`src/rtl/hazard_pkg.sv`:
```
`default_nettype none
// ============================================================================
//  Module      : hazard_pkg
//  Description : Shared constants, forwarding codes and the pipeline stage
//                record used by the hazard tracker.
//  Revision    : 1.0 - initial release
// ============================================================================
package hazard_pkg;

    // An operand whose tuse is this value is not read by the instruction
    localparam logic [1:0] TUSE_NONE = 2'd3;

    // ID-stage operand sources
    localparam logic [1:0] FWD_RF    = 2'b00;
    localparam logic [1:0] FWD_EX    = 2'b01;
    localparam logic [1:0] FWD_MEM   = 2'b10;
    localparam logic [1:0] FWD_WB    = 2'b11;

    // EX-stage operand sources
    localparam logic [1:0] FWDX_PIPE = 2'b00;
    localparam logic [1:0] FWDX_MEM  = 2'b01;
    localparam logic [1:0] FWDX_WB   = 2'b10;

    // One pipeline stage worth of hazard bookkeeping
    typedef struct packed {
        logic       valid;
        logic       we;
        logic [4:0] a3;
        logic [1:0] tnew;
        logic [4:0] rs;
        logic [4:0] rt;
    } stage_rec_t;

    // Saturating decrement: a result that already exists stays at zero
    function automatic logic [1:0] tnew_dec(input logic [1:0] t);
        return (t == 2'd0) ? 2'd0 : t - 2'd1;
    endfunction

endpackage
`default_nettype wire

```
`src/rtl/hz_stage_reg.sv`:
```
`default_nettype none
// ============================================================================
//  Module      : hz_stage_reg
//  Description : One stage record register with asynchronous clear, flush
//                clear and optional saturating tnew decrement on advance.
//  Revision    : 1.0 - initial release
// ============================================================================
module hz_stage_reg
    import hazard_pkg::*;
#(
    parameter bit DEC_TNEW = 1'b1
) (
    input  logic       clk,
    input  logic       rst_n,
    input  logic       flush,
    input  stage_rec_t d,
    output stage_rec_t q
);

    stage_rec_t w_next;

    // Age the incoming record by one cycle when it moves down the pipe
    always_comb begin
        w_next      = d;
        w_next.tnew = DEC_TNEW ? tnew_dec(d.tnew) : d.tnew;
    end

    // Record register; flush empties the slot like a bubble
    always_ff @(posedge clk or negedge rst_n) begin
        if (!rst_n) begin
            q <= '0;
        end else if (flush) begin
            q <= '0;
        end else begin
            q <= w_next;
        end
    end

endmodule
`default_nettype wire

```
`src/rtl/hazard_tracker.sv`:
```
`default_nettype none
// ============================================================================
//  Module      : hazard_tracker
//  Description : Tuse/Tnew hazard detection for a 5-stage MIPS-style pipe.
//                Tracks EX/MEM/WB producers, raises stall and selects the
//                forwarding source for ID, EX and MEM store data.
//  Revision    : 1.0 - initial release
// ============================================================================
module hazard_tracker
    import hazard_pkg::*;
(
    input  logic       clk,
    input  logic       rst_n,
    input  logic [4:0] id_rs,
    input  logic [4:0] id_rt,
    input  logic [1:0] id_tuse_rs,
    input  logic [1:0] id_tuse_rt,
    input  logic [4:0] id_a3,
    input  logic       id_we,
    input  logic [1:0] id_tnew,
    input  logic       flush,
    output logic       stall,
    output logic [1:0] fwd_rs_id,
    output logic [1:0] fwd_rt_id,
    output logic [1:0] fwd_rs_ex,
    output logic [1:0] fwd_rt_ex,
    output logic       fwd_rt_mem
);

    stage_rec_t w_ex_d;
    stage_rec_t r_ex;
    stage_rec_t r_mem;
    stage_rec_t r_wb;

    // Source fields of MEM/WB are never consulted for hazards
    logic w_unused;
    assign w_unused = ^{r_mem.rs, r_wb.rs, r_wb.rt};

    // A stage produces r only when it is a live writer of a nonzero register
    function automatic logic is_prod(input stage_rec_t s, input logic [4:0] r);
        return s.valid && s.we && (s.a3 == r) && (r != 5'd0);
    endfunction

    // Producer still in EX or MEM whose result arrives after the use point
    function automatic logic need_stall(input stage_rec_t ex, input stage_rec_t mem,
                                        input logic [4:0] r, input logic [1:0] tuse);
        logic late;
        late = 1'b0;
        if (tuse != TUSE_NONE) begin
            late = (is_prod(ex, r)  && (ex.tnew  > tuse)) ||
                   (is_prod(mem, r) && (mem.tnew > tuse));
        end
        return late;
    endfunction

    // Youngest producer wins; if its value is not ready, read RF (stall covers it)
    function automatic logic [1:0] sel_id(input stage_rec_t ex, input stage_rec_t mem,
                                          input stage_rec_t wb, input logic [4:0] r);
        logic [1:0] src;
        src = FWD_RF;
        if (is_prod(ex, r)) begin
            src = (ex.tnew == 2'd0) ? FWD_EX : FWD_RF;
        end else if (is_prod(mem, r)) begin
            src = (mem.tnew == 2'd0) ? FWD_MEM : FWD_RF;
        end else if (is_prod(wb, r)) begin
            src = (wb.tnew == 2'd0) ? FWD_WB : FWD_RF;
        end
        return src;
    endfunction

    // EX operand: ready MEM result first, then ready WB result
    function automatic logic [1:0] sel_ex(input stage_rec_t mem, input stage_rec_t wb,
                                          input logic [4:0] r);
        logic [1:0] src;
        src = FWDX_PIPE;
        if (is_prod(mem, r) && (mem.tnew == 2'd0)) begin
            src = FWDX_MEM;
        end else if (is_prod(wb, r) && (wb.tnew == 2'd0)) begin
            src = FWDX_WB;
        end
        return src;
    endfunction

    // Stall and forwarding decisions, all same-cycle combinational
    always_comb begin
        stall      = need_stall(r_ex, r_mem, id_rs, id_tuse_rs) ||
                     need_stall(r_ex, r_mem, id_rt, id_tuse_rt);
        fwd_rs_id  = sel_id(r_ex, r_mem, r_wb, id_rs);
        fwd_rt_id  = sel_id(r_ex, r_mem, r_wb, id_rt);
        fwd_rs_ex  = sel_ex(r_mem, r_wb, r_ex.rs);
        fwd_rt_ex  = sel_ex(r_mem, r_wb, r_ex.rt);
        fwd_rt_mem = is_prod(r_wb, r_mem.rt);
    end

    // EX captures the ID instruction, or a fully cleared bubble while stalled
    always_comb begin
        w_ex_d = '0;
        if (!stall) begin
            w_ex_d.valid = 1'b1;
            w_ex_d.we    = id_we;
            w_ex_d.a3    = id_a3;
            w_ex_d.tnew  = id_tnew;
            w_ex_d.rs    = id_rs;
            w_ex_d.rt    = id_rt;
        end
    end

    hz_stage_reg #(.DEC_TNEW(1'b0)) u_ex (
        .clk   (clk),
        .rst_n (rst_n),
        .flush (flush),
        .d     (w_ex_d),
        .q     (r_ex)
    );

    hz_stage_reg #(.DEC_TNEW(1'b1)) u_mem (
        .clk   (clk),
        .rst_n (rst_n),
        .flush (flush),
        .d     (r_ex),
        .q     (r_mem)
    );

    hz_stage_reg #(.DEC_TNEW(1'b1)) u_wb (
        .clk   (clk),
        .rst_n (rst_n),
        .flush (flush),
        .d     (r_mem),
        .q     (r_wb)
    );

endmodule
`default_nettype wire

```
`config.mk`:
```
export PLATFORM = sky130hd
export DESIGN_NAME = hazard_tracker
export DESIGN_NICKNAME = d
export VERILOG_FILES = /design/src/rtl/hazard_pkg.sv /design/src/rtl/hz_stage_reg.sv /design/src/rtl/hazard_tracker.sv
export SDC_FILE = /design/constraint.sdc
export NUM_CORES = 1
export LEC_CHECK = 0
export CORE_ASPECT_RATIO = 0.8
export CORE_MARGIN = 10
export CORE_UTILIZATION = 48
export CTS_CLUSTER_DIAMETER = 200
export DETAILED_ROUTE_END_ITERATION = 8
export DONT_BUFFER_PORTS = 1
export PLACE_DENSITY = 0.64
export REMOVE_ABC_BUFFERS = 1
export SYNTH_ARGS = -nofsm -noshare
export SYNTH_HDL_FRONTEND = slang
export SYNTH_SLANG_ARGS = --single-unit
```
`constraint.sdc`:
```
create_clock -name clk -period 4.7 [get_ports clk]
set_input_delay 0.705 -clock clk [delete_from_list [all_inputs] [get_ports clk]]
set_output_delay 0.705 -clock clk [all_outputs]
set_load 0.02 [all_outputs]
```
# Word level (Yosys, flattened, before mapping)
# Cells that the tools add are included.
dict set report word_totals {
  ff_bits 47
  output_inout_bits 10
  inputBits 25
}
dict set report classes {
  mux 21
  order_cmp 4
  eq_ne 13
  n_reduce_logical 44
  n_addsub 2
}
# op count
set ops {}
lappend ops {{$mux W19} 4}
lappend ops {{$eq A5 B5 Y1} 11}
lappend ops {{$logic_and A1 B1 Y1} 33}
lappend ops {{$mux W2} 14}
lappend ops {{$reduce_bool A5 Y1} 5}
lappend ops {{$gt A2 B2 Y1} 4}
lappend ops {{$logic_not A2 Y1} 3}
lappend ops {{$ne A2 B2 Y1 const B} 2}
lappend ops {{$sub A2 B1 Y2 const B} 2}
lappend ops {{$logic_or A1 B1 Y1} 3}
lappend ops {{$mux W1} 3}

# Longest topological paths before layout
# Gate-level depths: netlist (run 1).
dict set report depth {
  depth_word 9
  ltp_mapped 8
}

# Modules after synthesis
# A second synthesis (run 1) with hierarchy kept.
dict set report unflattened {
  hier_cells 288
  area_unflattened_um2 3123.0
}
# module area_per_inst_um2 cells_per_inst instances seq_area_each_um2
set by_module_without_submodules {}
lappend by_module_without_submodules {hazard_tracker 1267.5 171 1 0.0}
lappend by_module_without_submodules {{hz_stage_reg (u_mem ...)} 621.8 39 2 475.5}
lappend by_module_without_submodules {{hz_stage_reg (u_ex)} 611.8 39 1 475.5}

# Worst setup path after synthesis (run 1)
# Ideal clock, no wire load.
dict set report synth_path {
  kind {input -> output}
  from {input id_rs[1]}
  to {output fwd_rs_id[0]}
  path_stages 5
  path_slack_ns 1.675
  required_time_ns 3.995
  arrival_ns 2.320
  n_path_buf 0
  cell_sequence {or4_4 > nor2_4 > nor3_2 > or4_4 > mux2i_1}
}
dict set report synth_between {
  elab_chain_cells 6
}
# item line
set synth_rtl {}
lappend synth_rtl {{start: declaration} hazard_tracker.sv:14} ;# input logic [4:0] id_rs,
lappend synth_rtl {{$eq A5 B5 Y1} hazard_tracker.sv:41} ;# return s.valid && s.we && (s.a3 == r) && (r != 5'd0);
lappend synth_rtl {{$logic_and A1 B1 Y1 (2 in a row)} hazard_tracker.sv:41}
lappend synth_rtl {{$mux W2} hazard_tracker.sv:65} ;# end else if (is_prod(wb, r)) begin
lappend synth_rtl {{$mux W2} hazard_tracker.sv:63} ;# end else if (is_prod(mem, r)) begin
lappend synth_rtl {{$mux W2 *} hazard_tracker.sv:61} ;# if (is_prod(ex, r)) begin
lappend synth_rtl {{end: declaration} hazard_tracker.sv:23} ;# output logic [1:0] fwd_rs_id,
# Mark *: on every way between the ends. The rest lies on a longest branch, timed or not.

# Worst setup path after layout (run 1)
dict set report layout_path {
  from {input id_rs[1]}
  to {output stall}
}
dict set report layout_between {
  elab_chain_cells 7
}
# item line
set layout_rtl {}
lappend layout_rtl {{$eq A5 B5 Y1} hazard_tracker.sv:41}
lappend layout_rtl {{$logic_and A1 B1 Y1 (2 in a row)} hazard_tracker.sv:41}
lappend layout_rtl {{$logic_and A1 B1 Y1 (on tied branches)} {hazard_tracker.sv:50, hazard_tracker.sv:51}}
lappend layout_rtl {{$logic_or A1 B1 Y1 *} hazard_tracker.sv:50} ;# late = (is_prod(ex, r) && (ex.tnew > tuse)) ||
lappend layout_rtl {{$mux W1 *} hazard_tracker.sv:49} ;# if (tuse != TUSE_NONE) begin
lappend layout_rtl {{$logic_or A1 B1 Y1 *} hazard_tracker.sv:86} ;# stall = need_stall(r_ex, r_mem, id_rs, id_tuse_rs) ||
lappend layout_rtl {{end: declaration} hazard_tracker.sv:22} ;# output logic stall,
# Marks and branches as above.

==> flow_summary_export.csv, run 1 <==
group,metric,value,unit
run_status,status,"finished clean",
route,drcViolationCount,0,
synthesis,synth_top_family_by_area,"simple AND/OR/NAND/NOR gates",
setup_path,cp-end-kind,"primary output",
synthesis,synth_compound_area_frac,0.0339,
synthesis,ys_seq_area_frac,0.424,
synthesis,yosysUniqueCellTypes,32,
finish,final_common_cell,"xnor2_1",
die,dieArea,0.00845,mm2
clocking,cts_root_buf,"clkbuf_8",
finish,syn_to_final_growth,4.45,%
synthesis,synth.area.mux_share,0.00808,
power,pwr_density_cell,276,mW/mm2
clocking,h-tree-depth,2,
clocking,cts_resized,0,
clocking,cts_hold_buf,0,
placement,dpl_cell_area,0.00249,mm2
run,drv_cap,0,
die,fp-row-count,23,
grt,overflow,0,
power,leakage,0.00105,uW
setup_path,cp.arrival,2.69,ns
grt,grt_max_degree,43,
clocking,cts_tree,"yes",
clocking,clk_latency,0.29,ns
sta,setup_viol,0,
clocking,postCtsSetupRepairBufs,0,
synthesis,netlist_area,0.00248,mm2
finish,most-common-layout-cells,"xnor2_1 (50), dfrtp_1 (42), nor2b_1 (22), and4b_1 (17), nand4_1 (9)",
finish,layout-drive-gt1-share,0.0746,
route,drt_pass1_iterations,4,
synthesis,ys_ff_latch,42,
finish,antennaDiodeCount,0,
clocking,cts_max_path_buffers,2,
min_path,hp-class,"primary input to asynchronous set/reset pin",
setup_path,path_max_fanout,20,
clocking,clkSinkCount,42,
synthesis,synth_xor_area_frac,0.191,
route,via_per_inst,5.77,
sta,rsz0062_at_grt,"no",
sta,layout_min_cycle_time,3.40,ns
route,ant_nets,0,
placement,gp_congestion,0.838,
route,drt-total-wl,5730,um
die,coreArea,0.00501,mm2
sta,fmax,294,MHz
placement,place_hpwl,4160,um
route,drt_iter0_drc,117,
sta,hold_viol_final,0,
route,avgRoutedWirePerCell,19.7,um
sta,slew_headroom,0.236,
synthesis,synthAdderAreaFrac,0.0404,
sta,worstMarginPinSlew,1.14,ns
setup_path,cp-start-kind,"primary input",
die,io_pins,35,
clocking,clk_pin_slew_worst_paths,0.08,ns
synthesis,syn_avg_cell_area,10.4,um2
sta,fin_setup_tns,0,ns
grt,antenna_found_initial,0,
finish,stdcell_area,0.00259,mm2
synthesis,synth_warnings,0,
die,fp.dieH,84.2,um
grt,grt_pass1_wl,9700,um
grt,grt_pass1_vias,1736,
synthesis,synthCells,237,
die,start_util,0.495,
power,p_total,714,uW
finish,nFillCells,470,
sta,finalCritPeriodShare,0.723,
setup_path,crit_type,"primary input to primary output",
route,via_count,1674,
sta,final_max_slew_viol_count,0,
finish,fin_nets,260,
power,ir_worst_vdd,0.000253,V
die,die_width,100,um
placement,port-buffer-count,0,
setup_path,required,3.99,ns
sta,finClkSkew,0.00558,ns
synthesis,synth_simple_gate_area_frac,0.266,
grt,grtUsageTotal,0.141,
clocking,cts_inserted_buffers,5,
-- layout make-up --
type	count	area, um2	share of cell area
Sequential cell	42	1050	0.406
Multi-Input combinational cell	172	1340	0.517
Clock inverter	2	12.5	0.00484
Inverter	5	18.8	0.00726
Clock buffer	6	82.6	0.0319
Timing Repair Buffer	1	7.51	0.00290
Tap cell	62	77.6	0.0300
-- final timing paths --
check,start,endpoint,slack [ns],depth (start not counted)
max in group asynchronous,rst_n,u_ex.q[12],4.52,0
worst max register to register,u_mem.q[11],u_ex.q[6],2.32,6
worst max-delay path,id_rs[1],stall,1.30,5
worst min-delay path,rst_n,u_mem.q[2],0.1,0
worst min register to register,u_mem.q[10],u_wb.q[10],0.46,1
min in group clk,u_mem.q[10],u_wb.q[10],0.46,1
-- synthesized netlist by cell type --
library cell / n / area, um2
clkbuf_1: 16 / 60.1
o211ai_1: 1 / 7.51
nand3_1: 8 / 40.0
xor2_1: 4 / 35.0
nand2_1: 8 / 30.0
a211oi_2: 1 / 12.5
xnor2_1: 50 / 438
inv_1: 5 / 18.8
and3b_1: 1 / 8.76
buf_2: 2 / 10.0
nor4_1: 8 / 50.1
nor2_4: 1 / 11.3
nor2_1: 4 / 15.0
a22oi_1: 3 / 22.5
or2_2: 1 / 6.26
or3_2: 1 / 7.51
ha_1: 8 / 100
nor3_2: 1 / 10.0
nand4_1: 9 / 56.3
and4b_1: 17 / 170
or4_1: 3 / 22.5
or4_4: 2 / 22.5
a21oi_1: 3 / 15.0
mux2i_1: 2 / 20.0
a21boi_1: 1 / 7.51
nor2b_1: 22 / 138
o21ai_0: 2 / 10.0
nor3b_1: 6 / 45.0
nor3_1: 3 / 15.0
and4b_2: 1 / 11.3
dfrtp_1: 42 / 1050
a221oi_1: 1 / 8.76
-- metal layers --
layer / vias up / track usage / routed length [um]
met2: 55 / 0.214 / 2610
met1: 811 / 0.189 / 2640
met4: 0 / 0.0282 / 35
met3: 4 / 0.0475 / 444
li1: 804 / - / -
met5: - / 0 / 0
-- flip-flops by register name, indices dropped and copies added, names as in the netlist --
name / flops
u_wb.q: 9
u_ex.q: 19
u_mem.q: 14
-- kinds of logic (layout without fill, tap and decap cells) --
| group | after synthesis | in the layout |
|---|---|---|
| buf+inv | 23 | 14 |
| simple gates | 96 | 96 |
| fa+ha+maj | 8 | 8 |
| xor+xnor | 54 | 54 |
| flops | 42 | 42 |
| compound gates | 12 | 12 |
| mux | 2 | 2 |
-- per-stage QoR --
step / instances / hold WS [ns] / worst slack (ns) / utilization
final: 290 / 0.0977 / 1.30 / 0.516
after global routing: 290 / 0.0797 / 1.13 / 0.516
after detailed placement: 282 / 0.411 / 1.28 / 0.498
after floorplan: 219 / 0.409 / 1.68 / -
after global placement: 282 / 0.411 / 1.41 / 0.498
after CTS: 290 / 0.0867 / 1.28 / 0.516
-- power breakdown --
| part | total, uW | switching [uW] | internal, uW | leakage [uW] |
|---|---|---|---|---|
| Combinational | 74.6 | 27.8 | 46.8 | 0.000445 |
| Sequential | 396 | 19.8 | 376 | 0.000556 |
| Clock | 244 | 126 | 118 | 0.0000472 |
| Total | 714 | 174 | 541 | 0.00105 |
-- critical path, stage by stage --
cell	delay, ns
or4_4	0.53
nor2_4	0.15
nor4_1	0.08
a211oi_2	0.87
nand2_1	0.35
No activity file was read; power rests on OpenSTA's default activity.
==> run 2: changes to the inputs <==
--- a/config.mk
+++ b/config.mk
@@ -11,7 +11,7 @@
 export CTS_CLUSTER_DIAMETER = 200
 export DETAILED_ROUTE_END_ITERATION = 8
 export DONT_BUFFER_PORTS = 1
-export PLACE_DENSITY = 0.64
+export PLACE_DENSITY = 0.66
 export REMOVE_ABC_BUFFERS = 1
 export SYNTH_ARGS = -nofsm -noshare
 export SYNTH_HDL_FRONTEND = slang
==> constraint.sdc (replaced) <==
create_clock -name clk -period 2.85 [get_ports clk]
set_input_delay 0.4275 -clock clk [delete_from_list [all_inputs] [get_ports clk]]
set_output_delay 0.4275 -clock clk [all_outputs]
set_load 0.02 [all_outputs]
==> run 2 against run 1 <==
Sequential share of layout area fell by 1.9 points. Total power rose by 68%. Worst setup slack got worse by 1.2 ns. Utilization rose by 2.6 points. Register-to-register slack got worse by 1.7 ns. Cell count rose by 3.8%. Non-clock buffer count rose by 10. Cell area rose by 5.0%.
==> flow_summary_export.csv, run 2 (synthesized netlist as in run 1, its figures left out) <==
group,metric,value,unit
power,ir_worst_vdd,0.000251,V
route,ant_nets,0,
clocking,cts_inserted_buffers,5,
setup_path,crit_type,"register to primary output",
clocking,h-tree-depth,2,
sta,fin_setup_tns,0,ns
sta,finClkSkew,0.00701,ns
grt,grt_pass1_vias,1925,
placement,dp.cells,290,
route,avgRoutedWirePerCell,20.3,um
setup_path,r2r_slack,0.62,ns
sta,fmax,358,MHz
setup_path,startpoint,"u_mem.q[10]",
finish,final_common_cell,"xnor2_1",
clocking,cts_root_buf,"clkbuf_8",
sta,layout_min_cycle_time,2.79,ns
grt,grt_pass1_wl,10200,um
die,fp.dieH,84.2,um
route,drcViolationCount,0,
finish,fin_util,0.542,
setup_path,cp-end-kind,"primary output",
route,drt_iter0_drc,60,
route,via_per_inst,5.89,
setup_path,required,2.42,ns
grt,overflow,0,
sta,slew_headroom,0.464,
setup_path,worstReg2RegStart,"u_mem.q[10]",
min_path,hold_path.startpoint,"flush",
grt,antenna_found_initial,0,
clocking,cts_max_path_buffers,2,
clocking,postCtsSetupRepairBufs,0,
sta,hold_viol_final,0,
clocking,clkSinkCount,42,
grt,grtUsageTotal,0.148,
clocking,clk_latency,0.30,ns
run,drv_cap,0,
die,dieArea,0.00845,mm2
placement,gp_congestion,0.809,
placement,port-buffer-count,0,
clocking,clk_pin_slew_worst_paths,0.08,ns
finish,fin_cells,301,
setup_path,cp-start-kind,"register",
sta,setup_viol,0,
die,io_pins,35,
finish,largest_reg_flops,19,
route,via_count,1773,
setup_path,r2r_cells,7,
finish,fin_nets,271,
die,start_util,0.495,
setup_path,path_max_fanout,10,
finish,syn_to_final_growth,9.70,%
finish,nFillCells,476,
die,coreArea,0.00501,mm2
clocking,cts_tree,"yes",
finish,layout-drive-gt1-share,0.126,
sta,worstMarginPinSlew,0.804,ns
power,leakage,0.00111,uW
sta,final_max_slew_viol_count,0,
setup_path,reg2reg_to,"u_ex.q[4]",
placement,place_hpwl,4300,um
finish,most-common-layout-cells,"xnor2_1 (50), dfrtp_1 (42), nor2b_1 (22), and4b_1 (17)",
grt,grt_max_degree,43,
power,pwr_density_cell,441,mW/mm2
finish,largestRegisters,"u_ex.q x19, u_mem.q x14, u_wb.q x9",
die,die_width,100,um
sta,finalCritPeriodShare,0.979,
route,drt_pass1_iterations,4,
min_path,hp-class,"primary input to register",
run_status,status,"finished clean",
finish,max_flop_register,"u_ex.q",
finish,antennaDiodeCount,0,
setup_path,endpoint,"stall",
setup_path,cp.arrival,2.36,ns
die,fp-row-count,23,
route,drt-total-wl,6100,um
==> run 2: cell types whose count changed in the layout (fill, tap and decap cells not counted), sizes merged <==
cell	before	now
clkinvlp	1	0
buf	1	10
dlygate4sd3	0	1
clkbuf	6	7
a211oi	1	2
==> run 2: how the worst min path moves through the flow <==
stage | endpoint | slack, ns | cells past startpoint
global placement | u_mem.q[1] | 0.13 | 0
detailed placement | u_mem.q[1] | 0.13 | 0
floorplan | u_ex.q[0] | 0.13 | 0
CTS | u_wb.q[17] | 0.18 | 1
global route | u_wb.q[17] | 0.17 | 1
finish | u_mem.q[17] | 0.18 | 1
==> run 2: layout make-up <==
cell class / count / area, um2 / area share
sequential: 42 / 1050 / 0.387
multi-input combinational: 173 / 1380 / 0.508
tap: 62 / 77.6 / 0.0286
clock buffer: 7 / 86.3 / 0.0318
inverter: 5 / 18.8 / 0.00691
timing repair buffer: 11 / 97.6 / 0.0359
clock inverter: 1 / 5.00 / 0.00184
==> run 2: where the power goes <==
group / total (uW) / leakage, uW / internal (uW) / switching, uW
Clock: 402 / 0.0000482 / 196 / 206
Combinational: 145 / 0.000510 / 82.2 / 62.9
Sequential: 652 / 0.000556 / 619 / 32.7
==> run 2: metal layers <==
layer  track usage  vias to the layer above  share of wire
li1              -                      829              -
met1         0.192                      882           0.45
met2         0.235                       54           0.46
met3        0.0459                        8          0.076
met4        0.0346                        0          0.011
met5             0                        -              0
==> run 2: what timing repair did <==
item,CTS,global route
setup endpoints to repair,2,1
hold endpoints to repair,42,0
resized for setup,2,3
pin swaps,0,1
cloned,0,1
hold buffers,2,0
==> run 2: worst max-delay path, stage by stage, from the launching register on <==
cell	delay [ns]
dfrtp_1	0.39
inv_1	0.12
ha_1	0.25
a22oi_1	0.18
o21ai_0	0.15
nor4_2	0.54
a211oi_4	0.15
nand2_1	0.13
buf_4	0.14
==> run 2: metrics by stage <==
stage	total power [uW]	setup slack [ns]	area (um2)	hold slack [ns]
2_1_floorplan	762	0.380	2410	0.132
3_3_place_gp	783	0.141	2550	0.133
3_5_place_dp	789	0.0951	2550	0.133
4_1_cts	1210	0.106	2690	0.179
5_1_grt	1260	-0.0218	2720	0.173
6_report	1200	0.0601	2720	0.183
==> run 3: changes to the inputs <==
--- a/config.mk
+++ b/config.mk
@@ -7,11 +7,11 @@
 export LEC_CHECK = 0
 export CORE_ASPECT_RATIO = 0.8
 export CORE_MARGIN = 10
-export CORE_UTILIZATION = 48
+export CORE_UTILIZATION = 42
 export CTS_CLUSTER_DIAMETER = 200
 export DETAILED_ROUTE_END_ITERATION = 8
 export DONT_BUFFER_PORTS = 1
-export PLACE_DENSITY = 0.66
+export PLACE_DENSITY = 0.6
 export REMOVE_ABC_BUFFERS = 1
 export SYNTH_ARGS = -nofsm -noshare
 export SYNTH_HDL_FRONTEND = slang
==> run 3 against run 2 <==
Cell area up 0.23%. Critical path depth down 3. Count of clock-buffer cells in the layout is the same. First-iteration DRC count up 47%. Die area increased by 11%. Sequential cell count did not move. Routed wire length fell by 4.5%. Critical path type unchanged. Critical endpoint is now fwd_rt_id[0]. Largest cell class unchanged.
==> flow_summary_export.csv, run 3 (synthesized netlist as in run 1, its figures left out) <==
group,metric,value,unit
finish,largest_reg_flops,19,
die,die_width,106,um
grt,overflow,0,
run,drv_cap,0,
grt,grtUsageTotal,0.129,
setup_path,startpoint,"u_mem.q[14]",
setup_path,reg2reg_to,"u_ex.q[6]",
die,fp-row-count,24,
clocking,postCtsSetupRepairBufs,0,
placement,place_hpwl,4330,um
finish,syn_to_final_growth,9.95,%
placement,port-buffer-count,0,
die,start_util,0.443,
sta,finClkSkew,0.00441,ns
die,fp.dieH,88.7,um
setup_path,r2r_slack,0.79,ns
setup_path,r2r_cells,8,
sta,setup_viol,0,
power,pwr_density_cell,437,mW/mm2
placement,dp.cells,310,
clocking,h-tree-depth,2,
clocking,cts_max_path_buffers,2,
finish,largestRegisters,"u_ex.q x19, u_mem.q x14, u_wb.q x9",
finish,fin_util,0.487,
setup_path,cp.arrival,2.16,ns
setup_path,cp-end-kind,"primary output",
sta,holdWs,0.196,ns
setup_path,endpoint,"fwd_rt_id[0]",
clocking,cts_inserted_buffers,5,
sta,slew_headroom,0.639,
route,via_per_inst,5.41,
route,drt_iter0_drc,88,
die,coreArea,0.00559,mm2
die,dieArea,0.00939,mm2
die,io_pins,35,
setup_path,worstReg2RegStart,"u_mem.q[10]",
grt,grt_max_degree,43,
power,ir_worst_vdd,0.000259,V
route,drcViolationCount,0,
sta,final_max_slew_viol_count,0,
grt,grt_pass1_vias,1820,
finish,most-common-layout-cells,"xnor2_1 (50), dfrtp_1 (42), nor2b_1 (22), and4b_1 (17), buf_4 (13)",
power,leakage,0.00113,uW
run_status,status,"finished clean",
finish,max_flop_register,"u_ex.q",
route,drt-total-wl,5820,um
finish,fin_cells,320,
setup_path,required,2.42,ns
clocking,clkSinkCount,42,
grt,antenna_found_initial,0,
sta,hold_viol_final,0,
clocking,cts_tree,"yes",
setup_path,crit_type,"register to primary output",
grt,grt_use_met3,0.0392,
finish,layout-drive-gt1-share,0.120,
route,ant_nets,0,
sta,fin_setup_tns,0,ns
setup_path,path_max_fanout,5,
route,via_count,1732,
grt,busiest_layer,"met2",
clocking,cts_resized,0,
clocking,clk_latency,0.29,ns
route,avgRoutedWirePerCell,18.2,um
sta,worstMarginPinSlew,0.526,ns
min_path,hp-class,"primary input to register",
sta,layout_min_cycle_time,2.59,ns
sta,fmax,386,MHz
grt,grt_use_met1,0.168,
clocking,cts_hold_buf,2,
placement,gp_congestion,0.805,
sta,rsz0062_at_grt,"no",
grt,grt.met2_usage,0.201,
clocking,cts_root_buf,"clkbuf_8",
sta,finalCritPeriodShare,0.908,
finish,final_common_cell,"xnor2_1",
grt,grt_pass1_wl,9540,um
finish,antennaDiodeCount,0,
route,drt_pass1_iterations,4,
setup_path,cp-start-kind,"register",
clocking,clk_pin_slew_worst_paths,0.08,ns
finish,fin_nets,274,
## run 3: cell types whose count changed in the layout (fill, tap and decap cells not counted)
cell      previous run  this run
a211oi_4             1         0
buf_4                9        13
nor3b_1              5         6
nor3b_2              1         0
nor4_1               5         8
nor4_2               3         0
## run 3: report_power, final
part / switching (uW) / total, uW / internal, uW
Combinational: 61.9 / 144 / 82.5
Sequential: 30.0 / 649 / 619
Clock: 200 / 396 / 196
Total: 292 / 1190 / 898
## run 3: layer usage
metal  up-vias  wire, um
met2        51      2530
met5         -         0
met4         0        83
li1        837         -
met3         9       408
met1       835      2800
## run 3: worst min path at each step
stage | start | to | slack (ns) | depth (start not counted)
2_1_floorplan | rst_n | u_ex.q[0] | 0.13 | 0
3_3_place_gp | rst_n | u_mem.q[3] | 0.13 | 0
3_5_place_dp | rst_n | u_mem.q[1] | 0.13 | 0
4_1_cts | flush | u_wb.q[18] | 0.19 | 1
5_1_grt | flush | u_wb.q[18] | 0.18 | 1
6_report | flush | u_mem.q[17] | 0.20 | 1
## run 3: metrics by stage
| step | setup WS, ns | power [uW] | instance area [um2] |
|---|---|---|---|
| 6_report | 0.262 | 1190 | 2720 |
| 5_1_grt | 0.0928 | 1250 | 2720 |
| 4_1_cts | 0.240 | 1200 | 2720 |
| 3_5_place_dp | 0.414 | 791 | 2600 |
| 3_3_place_gp | 0.435 | 788 | 2600 |
| 2_1_floorplan | 0.380 | 762 | 2410 |
## run 3: cell type report
class / instances / area (um2)
clock buffer: 7 / 86.3
clock inverter: 1 / 5.00
fill: 541 / 2860
inverter: 5 / 18.8
multi-input combinational: 172 / 1340
sequential: 42 / 1050
tap: 78 / 97.6
timing repair buffer: 15 / 128
## run 3: critical path, cell delays in order, from the launching register on
cell and delay (ns):
dfrtp_1 0.49, xnor2_1 0.18, nand4_1 0.11, nor3b_1 0.09
or4_1 0.56, mux2i_1 0.44
